## src/rtl/sdr_pkg.sv

```systemverilog
// rtl/sdr_pkg.sv - shared defaults and parameter legality helpers for the SDR chain
package sdr_pkg;

  localparam int SDR_WIDTH  = 32;
  localparam int SDR_MWIDTH = 1;

  function automatic int clog2(input int value);
    int r;
    r = 0;
    while ((64'(1) << r) < 64'(value)) r++;
    return r;
  endfunction

  // Every counter must be wide enough to reach its terminal count.
  function automatic bit params_legal(input int sendnth, input int logsendnth,
                                      input int n_data, input int logndata);
    return (sendnth >= 1) && (n_data >= 1) &&
           (clog2(sendnth) <= logsendnth) && (clog2(n_data) <= logndata);
  endfunction

endpackage

```

## src/rtl/sdr_nth_strobe.sv

```systemverilog
// rtl/sdr_nth_strobe.sv - free-running divide-by-SENDNTH counter with a one-cycle strobe
module sdr_nth_strobe #(
  parameter int SENDNTH    = 2,
  parameter int LOGSENDNTH = 1
) (
  input  logic clk,
  input  logic rst_n,
  output logic tick_o
);

  localparam int DW = (LOGSENDNTH < 1) ? 1 : LOGSENDNTH;
  localparam logic [DW-1:0] DIV_LAST = (SENDNTH > 1) ? DW'(SENDNTH - 1) : '0;

  logic [DW-1:0] div_q, div_d;

  always_comb begin
    tick_o = (div_q == DIV_LAST);
    div_d  = tick_o ? '0 : div_q + DW'(1);
  end

  always_ff @(posedge clk or negedge rst_n) begin
    if (!rst_n) div_q <= '0;
    else        div_q <= div_d;
  end

endmodule

```

## src/rtl/sdr_data_source.sv

```systemverilog
// rtl/sdr_data_source.sv - self-timed index/pass test-pattern source; SDR_DATA_SOURCE_ONESHOT_EN stops after pass 0
module sdr_data_source
  import sdr_pkg::*;
#(
  parameter int SENDNTH    = 2,
  parameter int LOGSENDNTH = 1,
  parameter int WIDTH      = SDR_WIDTH,
  parameter int MWIDTH     = SDR_MWIDTH,
  parameter int N_DATA     = 16,
  parameter int LOGNDATA   = 4
) (
  input  logic              clk,
  input  logic              rst_n,
  output logic              out_nd,
  output logic [WIDTH-1:0]  out_data,
  output logic [MWIDTH-1:0] out_m,
  output logic              error,
  output logic              first
);

  localparam int IW = (LOGNDATA < 1) ? 1 : LOGNDATA;
  localparam bit PARAMS_OK = params_legal(SENDNTH, LOGSENDNTH, N_DATA, LOGNDATA);
  localparam logic [IW-1:0] IDX_LAST = (N_DATA > 0) ? IW'(N_DATA - 1) : '0;
  localparam logic [31:0]   IDX_MAX  = (N_DATA > 0) ? 32'(N_DATA - 1) : '0;

  logic              tick;
  logic [IW-1:0]     idx_q, idx_d;
  logic [MWIDTH-1:0] pass_q, pass_d;
  logic              out_nd_q, out_nd_d;
  logic [WIDTH-1:0]  out_data_q, out_data_d;
  logic [MWIDTH-1:0] out_m_q, out_m_d;
  logic              first_q, first_d;
  logic              error_q, error_d;
  logic              done_q, done_d;
  logic              idx_oob, fault, emit, last, stop_after;

  sdr_nth_strobe #(
    .SENDNTH   (SENDNTH),
    .LOGSENDNTH(LOGSENDNTH)
  ) u_strobe (
    .clk   (clk),
    .rst_n (rst_n),
    .tick_o(tick)
  );

`ifdef SDR_DATA_SOURCE_ONESHOT_EN
  assign stop_after = last && (pass_q == '0);
`else
  assign stop_after = 1'b0;
`endif

  always_comb begin
    idx_oob    = (32'(idx_q) > IDX_MAX);
    // Fault is evaluated from the same cycle so a bad build never emits even once.
    fault      = error_q || !PARAMS_OK || idx_oob;
    emit       = tick && !fault && !done_q;
    last       = (idx_q == IDX_LAST);

    idx_d      = idx_q;
    pass_d     = pass_q;
    out_nd_d   = emit;
    out_data_d = out_data_q;
    out_m_d    = out_m_q;
    first_d    = 1'b0;
    error_d    = fault;
    done_d     = done_q || (emit && stop_after);

    if (emit) begin
      out_data_d = WIDTH'(idx_q);
      out_m_d    = pass_q;
      first_d    = (idx_q == '0);
      if (last) begin
        idx_d = '0;
        if (!stop_after) pass_d = pass_q + MWIDTH'(1);
      end else begin
        idx_d = idx_q + IW'(1);
      end
    end
  end

  always_ff @(posedge clk or negedge rst_n) begin
    if (!rst_n) begin
      idx_q      <= '0;
      pass_q     <= '0;
      out_nd_q   <= 1'b0;
      out_data_q <= '0;
      out_m_q    <= '0;
      first_q    <= 1'b0;
      error_q    <= 1'b0;
      done_q     <= 1'b0;
    end else begin
      idx_q      <= idx_d;
      pass_q     <= pass_d;
      out_nd_q   <= out_nd_d;
      out_data_q <= out_data_d;
      out_m_q    <= out_m_d;
      first_q    <= first_d;
      error_q    <= error_d;
      done_q     <= done_d;
    end
  end

  assign out_nd   = out_nd_q;
  assign out_data = out_data_q;
  assign out_m    = out_m_q;
  assign first    = first_q;
  assign error    = error_q;

endmodule

```

## config.mk

```make
export PLATFORM = sky130hd
export DESIGN_NAME = sdr_data_source
export DESIGN_NICKNAME = d
export VERILOG_FILES = /design/src/rtl/sdr_pkg.sv /design/src/rtl/sdr_nth_strobe.sv /design/src/rtl/sdr_data_source.sv
export SDC_FILE = /design/constraint.sdc
export NUM_CORES = 1
export LEC_CHECK = 0
export ABC_AREA = 1
export BUFFER_PORTS_ARGS = -buffer_cell sky130_fd_sc_hd__buf_2
export CAP_MARGIN = 20
export CORE_ASPECT_RATIO = 0.7
export CORE_MARGIN = 8
export CORE_UTILIZATION = 40
export CTS_CLUSTER_SIZE = 12
export DETAILED_ROUTE_END_ITERATION = 8
export PLACE_DENSITY_LB_ADDON = 0.15
export SKIP_LAST_GASP = 1
export SLEW_MARGIN = 20
export SYNTH_ARGS = -nofsm -noshare
export SYNTH_HDL_FRONTEND = slang
export SYNTH_SLANG_ARGS = --single-unit
```

## constraint.sdc

```tcl
create_clock -name clk -period 0.9 [get_ports clk]
set_input_delay 0.18 -clock clk [delete_from_list [all_inputs] [get_ports clk]]
set_output_delay 0.18 -clock clk [all_outputs]
set_load 0.02 [all_outputs]
```

**Word level (Yosys, flattened, before mapping)**

Cells that the tools add are included.

- Bits in registers: 13
- Latch bits: 0
- Bits in writable memories: 0
- ROM bits: 0
- Input port bits: 2
- Output and inout bits: 36
- Memories kept: 0

- $add $sub $neg: 3
- Multiply operators: 0
- Div/mod/pow operators: 0
- Order comparisons: 0
- Equality and inequality tests: 1
- Shifts and indexed selects: 0
- Mux-type cells: 3
- Bitwise logic cells: 0
- Reductions and logical operators: 2

Operators by type and width:

| operator | number |
|---|---|
| 4-bit by 1-bit adder with 4-bit output, second input constant | 1 |
| 4-bit equality test, second input constant | 1 |
| 4-bit logical NOT | 1 |
| 4-bit 2-to-1 mux | 1 |
| 1-bit adder, second input constant | 2 |
| 1-bit 2-to-1 mux | 2 |
| 2-bit AND reduction | 1 |

**Depth between registers and ports, before layout**

Gate-level depths: netlist of the first run.

- Word-level depth: 2
- Gate-level depth with buffers: 6

**Hierarchy**

A second synthesis of the first run with hierarchy kept.

- Cell total of the unflattened synthesis: 86
- Area, all modules: 763.2 um2

Modules (own cells, without submodules):

| module | instances | cells each | area each (um2) | sequential area each (um2) |
|---|---|---|---|---|
| sdr_data_source | 1 | 84 | 734.5 | 300.3 |
| sdr_nth_strobe | 1 | 2 | 28.8 | 25.0 |

**Worst setup path before layout of the first run**

OpenSTA, ideal clock, no wires.

- Path kind: reg-to-reg
- Start point: reg idx_q[0]
- End point: reg pass_q
- Data arrival time: 0.833 ns
- Data required time: 0.780 ns
- Setup slack: -0.053 ns
- Stages on the path, launching flop included: 5
- Buffers on the path: 0
- Path through: dfrtp_1 > ha_1 > nand3_4 > o21ai_1 > nand2_1

- Longest elaborated chain between the ends: 2

Ends and longest elaborated chain:

| what | line | RTL |
|---|---|---|
| start, declared | sdr_data_source.sv:27 | `logic [IW-1:0] idx_q, idx_d;` |
| start signal, assigned | sdr_data_source.sv:92 | `idx_q <= idx_d;` |
| 4-bit equality test | sdr_data_source.sv:57 | `last = (idx_q == IDX_LAST);` |
| 2-bit AND reduction (no line) | n/a |  |
| end signal, assigned | sdr_data_source.sv:93 | `pass_q <= pass_d;` |
| end, declared | sdr_data_source.sv:28 | `logic [MWIDTH-1:0] pass_q, pass_d;` |

No other way between the ends.
A chain may end at the register's enable or synchronous reset.

**Final worst setup path of the first run**

- Start point: reg out_data_q[0] (netlist: out_data[0])
- End point: out out_data[0]

RTL lines:

| what | line | RTL |
|---|---|---|
| start, declared | sdr_data_source.sv:30 | `logic [WIDTH-1:0] out_data_q, out_data_d;` |
| start signal, assigned | sdr_data_source.sv:95 | `out_data_q <= out_data_d;` |
| end, declared | sdr_data_source.sv:15 | `output logic [WIDTH-1:0] out_data,` |

No word-level cell between the ends.

==> results of run 1 <==
[Yosys cell counts]
library cell and n:
buf_4 29, nand2_1 14, dfrtp_1 13, inv_1 6
o21ai_0 5, nand3_1 4, ha_1 2, inv_2 2
nor2_1 2, and3_1 1, buf_6 1, conb_1 1
inv_4 1, nand2_2 1, nand3_4 1, nor2_2 1
nor2_4 1, o21ai_1 1
[power groups by stage]
stage	sequential [mW]	clock, mW	combinational, mW
4_1_cts	0.583	0.370	0.122
6_report	0.583	0.351	0.126
3_3_place_gp	0.595	0	0.118
2_1_floorplan	0.595	0	0.201
3_5_place_dp	0.595	0	0.119
5_1_grt	0.583	0.401	0.138
[layer usage]
metal,up-vias,track usage (%),wire length [um]
li1,260,-,-
met1,236,10.7,654
met3,2,3.79,129
met4,0,3.73,19
met2,31,10.6,597
met5,-,0,0
[cell type report]
class	instances	area, um2	share of cell area (%)
Multi-Input combinational cell	62	350	35.2
Tap cell	22	27.5	2.77
Timing Repair Buffer	24	225	22.6
Inverter	9	36.3	3.65
Sequential cell	13	329	33.1
Clock buffer	4	26.3	2.64
[sequential cells by signal, summed over array words and instances (netlist names)]
signal,flops
out_m,1
first,1
idx_q,4
out_nd,1
pass_q,1
out_data,4
u_strobe.tick_o,1
[what timing repair did]
item / 4_1_cts / 5_1_grt
resized for setup: 29 / 7
hold buffers: 1 / 0
setup endpoints to repair: 18 / 16
setup buffers: 7 / 3
hold endpoints to repair: 13 / 0
pin swaps: 5 / 5
[worst max-delay path by stage]
stage                start     endpoint  slack (ps)  depth (start not counted)
2_1_floorplan     idx_q[1]     idx_q[1]         -40                          4
3_5_place_dp      idx_q[1]       pass_q         -70                          4
3_3_place_gp      idx_q[1]     idx_q[0]         -80                          4
4_1_cts        out_data[3]  out_data[3]         -90                          1
6_report       out_data[0]  out_data[0]         -80                          1
5_1_grt           idx_q[1]       pass_q        -130                          4
[cell families after synthesis]
kind of cell / count (synthesis) / synth area share [%]
AND/OR/NAND/NOR: 25 / 16.4
AO/OA/AOI/OAI: 6 / 3.86
other: 1 / 0.483
buffers and inverters: 39 / 34.1
flip-flops: 13 / 41.9
adder cells (fa/ha/maj): 2 / 3.22
==> impl_results.md, run 1 <==
* Combinational Power Share at about an eighth
* DRC violations left at 0
* Synthesized area at about 780 um2
* Flop2flop setup slack at -60 ps
* Port bufs at 8
* Die X at 68.7 um
* Highest clock rate at between 1000 and 1500 MHz
* Clock Root Buffer: clkbuf_4
* Core area at ~1800 um2
* Pre-CTS setup slack at -73.5 ps
* Clock Pin Slew Worst Setup and Hold Paths at 80 ps
* Iteration-0 DRC Markers at 10
* Overall power at between 1 and 1.5 mW
* Avg Inst Size Synth at ~9.0 um2
* Yosys top cell by area: dfrtp_1
* Crit path time final at roughly 980 ps
* Mapped Cells at 86
* Unique masters post-synth at 18
* Worst r2r dst: pass_q
* Clk buf depth at 2
* TNS Setup at -702 ps
* Number of detailed-route iterations in the first pass at 4
* Most frequent cells in the layout: conb_1 (29), buf_6 (12), dfrtp_1 (10), buf_4 (10), nand2_1 (9)
* Reg2Reg Depth at 5
* Violated checks: negative setup slack
* Reg power frac at 55.0%
* Synth area leaders: dfrtp_1 (42%), buf_4 (28%), nand2_1 (6.8%)
* DP Area at about 780 um2
* P_leak at around 0.52 nW
* Post-synthesis register bit count at 13
* Clk Latency, worst-skew pair at 270 ps
* Setup ws final at -79.4 ps
* Via count at between 500 and 600
* TritonCTS buffer count at 3
* Power per cell area at 1070 nW/um2
* Ant. Diodes at 0
* Filler cells at 172
* H-tree levels at 1
* Total global-route track usage at 8.06%
* Crit path DAT at approximately 800 ps
* Fin Hold WS at between 300 and 400 ps
* CP Class: flip-flop to output port
* CP peak stage delay at around 400 ps
* DR vias/cell at about 3.9
* Drt total wl at approximately 1.4 mm
* Final-report hold violation count at 0
* Commonest non-fill, non-tap cell in the layout: conb_1
* Vias in the first global route at slightly above 500
* Critical path's slowest cell: dfrtp_1
* Crit-path max FO at 2
* Grt ovf at 0
* Cell family with most CP delay: flip-flops
* Net Sw Power at roughly 0.30 mW
* DP HPWL at roughly 1.1 mm
* Final Cell Area at roughly 990 um2
* Tcrit/Tclk final at 109%
* Unrepaired setup endpoints after global routing: true
* Routed Antenna Nets at 0
* Yosys Warn Count at 0
* Gpl congestion at 0.711
* Die area at ~3600 um2
* Slew Limit Fails at 0
* Sw frac at 28.4%
* Area growth, synth to finish at 28.0%
* Layout Cells excl Fill at 134
* Internal power at 0.760 mW
* Final nets at between 100 and 150
* Pin count of the biggest net entering global routing at 14
* Ports at 38
* Post-layout util at between 50% and 60%
* Worst hold path type: input pin to async pin
* First-pass GRT wire length at 2.14 mm
* Final setup viols at 14
* Critical-path cell list: buf_6
* Crit. End Element: output port
* CP Launch Type: flip-flop
* Worst clock skew at between 3 and 4 ps
* Fraction of the yosys area taken by sequential cells at between 40% and 50%
* Area share of the leading cell type in the synthesized netlist at 41.9%
* Max-cap violations at 0
* Share of cells above drive strength 1 at ~44%
* Status: complete, but fails checks
* Initial antenna violation count at 0
* Max VDD drop at 800 uV
* Wirelength per Cell at ~10 um
* Clk sinks at 13
* Row count at 13
* Reg2reg start: idx_q[1]
* Worst path required time at 720 ps
* Cells after DPL at 120
* Worst path bufs/invs at 1
* Die Y at between 50 and 60 um
* Initial Util at a little over two fifths
* CTS tree: yes
* Clock Power Share at ~33%
Note: power is estimated with default switching activity, not from simulation.
==> run 2, diff against run 1 <==
CORE_UTILIZATION = 25   (was 40)
==> run 2 against run 1 <==
- the flow still finishes with violations (negative setup slack)
- clock power up 45%
- first-iteration DRC count is 20% lower
- core utilization down 20 points
- count of clock-buffer cells in the layout unchanged
- wire length increased by 5.3%
- global-route usage shrank 2.1 points
- critical path type is now flip-flop to flip-flop
- critical endpoint is now pass_q
- highest routed layer unchanged
==> impl_results.md, run 2 (synthesized netlist as in run 1, its figures left out) <==
* Status: complete, but fails checks (unchanged)
* Violated checks: negative setup slack (unchanged)
* Wirelength per Cell at 9.83 um (was 10.5 um)
* Area growth, synth to finish at 32.7% (was 28.0%)
* Setup ws final at -55.9 ps (was -79.4 ps)
* Worst r2r dst: pass_q (unchanged)
* Final nets at 117 (unchanged)
* Initial Util at 25.4% (was 42.3%)
* Clock Root Buffer: clkbuf_8 (was clkbuf_4)
* Clk sinks at 13 (unchanged)
* Ant. Diodes at 0 (unchanged)
* Routed Antenna Nets at 0 (unchanged)
* Area of the multi-input gates at 349 um2 (was 350 um2)
* Tcrit/Tclk final at 106% (was 109%)
* Vias in the first global route at 561 (was 511)
* Die Y at 62.6 um (was 52.9 um)
* DRC violations left at 0 (unchanged)
* Max VDD drop at 413 uV (was 800 uV)
* Worst clock skew at 1.05 ps (was 3.69 ps)
* DP HPWL at 1.13 mm (was 1.06 mm)
* Clk buf depth at 2 (unchanged)
* Final setup viols at 13 (was 14)
* Number of detailed-route iterations in the first pass at 3 (was 4)
* Post-layout util at 33.7% (was 54.1%)
* Clk Latency, worst-skew pair at 240 ps (was 270 ps)
* H-tree levels at 1 (unchanged)
* Worst path required time at 1030 ps (was 720 ps)
* Share of cells above drive strength 1 at 43.8% (unchanged)
* Core area at 3060 um2 (was 1840 um2)
* Slew Limit Fails at 0 (unchanged)
* First-pass GRT wire length at 2.43 mm (was 2.14 mm)
* Reg power frac at 48.0% (was 55.0%)
* Total global-route track usage at 5.96% (was 8.06%)
* Unrepaired setup endpoints after global routing: true (unchanged)
* DR vias/cell at 3.40 (was 3.95)
* Crit path time final at 956 ps (was 979 ps)
* Port bufs at 8 (unchanged)
* Critical-path cell list: ha_4 -> nand3_4 -> nor2_2 -> nand2_1 -> nand2_1 (was buf_6)
* Clock Pin Slew Worst Setup and Hold Paths at 50 ps (was 80 ps)
* TritonCTS buffer count at 3 (unchanged)
* Most frequent cells in the layout: conb_1 (29), nand2_1 (11), buf_6 (11), buf_4 (11), dfrtp_1 (10) (was conb_1 (29), buf_6 (12), dfrtp_1 (10), buf_4 (10), nand2_1 (9))
* Layout Cells excl Fill at 150 (was 134)
* Internal power at 0.902 mW (was 0.760 mW)
* Pre-CTS setup slack at -89.3 ps (was -73.5 ps)
* Die X at 82.6 um (was 68.7 um)
* Iteration-0 DRC Markers at 8 (was 10)
* Clock Power Share at 41.8% (was 33.1%)
* Via count at 510 (was 529)
* Grt ovf at 0 (unchanged)
* Drt total wl at 1.48 mm (was 1.40 mm)
* Final-report hold violation count at 0 (unchanged)
* Pin count of the biggest net entering global routing at 14 (unchanged)
* Critical path's slowest cell: dfrtp_2 (was dfrtp_1)
* Sw frac at 26.1% (was 28.4%)
* Crit-path max FO at 4 (was 2)
* Filler cells at 340 (was 172)
* Initial antenna violation count at 0 (unchanged)
* Net Sw Power at 0.318 mW (was 0.301 mW)
* Cell mode on critical path: nand2_1
* Max-cap violations at 0 (unchanged)
* FF+latch area at 329 um2 (unchanged)
* Crit path DAT at 1090 ps (was 800 ps)
* Commonest non-fill, non-tap cell in the layout: conb_1 (unchanged)
* Cells after DPL at 136 (was 120)
* Ports at 38 (unchanged)
* Overall power at 1.22 mW (was 1.06 mW)
* Combinational Power Share at 10.3% (was 11.9%)
* Row count at 17 (was 13)
* Worst hold path type: input pin to async pin (unchanged)
* Power per cell area at 1180 nW/um2 (was 1070 nW/um2)
* CP Class: flip-flop to flip-flop (was flip-flop to output port)
* Flop2flop setup slack at -60 ps (about the same)
* Highest clock rate at 1050 MHz (was 1020 MHz)
* Crit. End Element: flip-flop (was output port)
* Reg2Reg Depth at 5 (unchanged)
* CP Launch Type: flip-flop (unchanged)
* CTS tree: yes (unchanged)
* CP peak stage delay at 440 ps (was 390 ps)
* Gpl congestion at 0.743 (was 0.711)
* Die area at 5180 um2 (was 3630 um2)
* P_leak at 0.526 nW (was 0.523 nW)
* Reg2reg start: idx_q[0] (was idx_q[1])
[run 2: cell counts in the layout (fill, tap and decap cells not counted)]
Identical to the previous run, type by type.
[run 2: layer usage]
metal / track usage (%) / part of all wire, %
met5: 0 / 0
met4: 1.29 / 0.54
met3: 3.74 / 11
met2: 9.07 / 47
met1: 6.84 / 42
[run 2: worst max path at each step]
stage | startpoint | end | slack (ps) | cells past startpoint
after global placement | idx_q[1] | pass_q | -120 | 4
after detailed placement | idx_q[1] | idx_q[1] | -90 | 4
after CTS | idx_q[1] | pass_q | -80 | 4
after global routing | idx_q[0] | pass_q | -110 | 4
final | idx_q[0] | pass_q | -60 | 5
after floorplan | idx_q[1] | idx_q[1] | -40 | 4
[run 2: power groups by stage]
stage / sequential, mW / clock (mW) / combinational [mW]
global placement: 0.595 / 0 / 0.119
finish: 0.585 / 0.509 / 0.125
CTS: 0.585 / 0.528 / 0.121
global route: 0.584 / 0.571 / 0.136
floorplan: 0.595 / 0 / 0.201
detailed placement: 0.595 / 0 / 0.118
[run 2: area by class of cell]
type,instances,share of cell area [%]
Multi-Input combinational cell,62,33.9
Sequential cell,13,31.9
Timing Repair Buffer,24,21.5
Tap cell,38,4.61
Clock buffer,4,4.37
Inverter,9,3.76
[run 2: through the flow]
stage / hold slack, ps / instance area, um2 / TNS [ps]
after CTS: 362 / 961 / -540
after global routing: 381 / 1030 / -928
after floorplan: -116 / 895 / -56.1
after global placement: 90.4 / 798 / -520
final: 350 / 1030 / -396
after detailed placement: 82.1 / 798 / -335
[run 2: what timing repair did]
item / in CTS / in global routing
gates resized for setup: 18 / 17
buffers inserted: 6 / 4
pin swaps: 1 / 7
hold endpoints to repair: 13 / 0
hold buffers: 1 / 0
setup endpoints to repair: 14 / 16
[run 2: critical path: cells and delay by family, from the launching register on]
kind / cells / cell delay [ps]
fa+ha+maj: 1 / 190
flops: 1 / 440
simple gates: 4 / 220
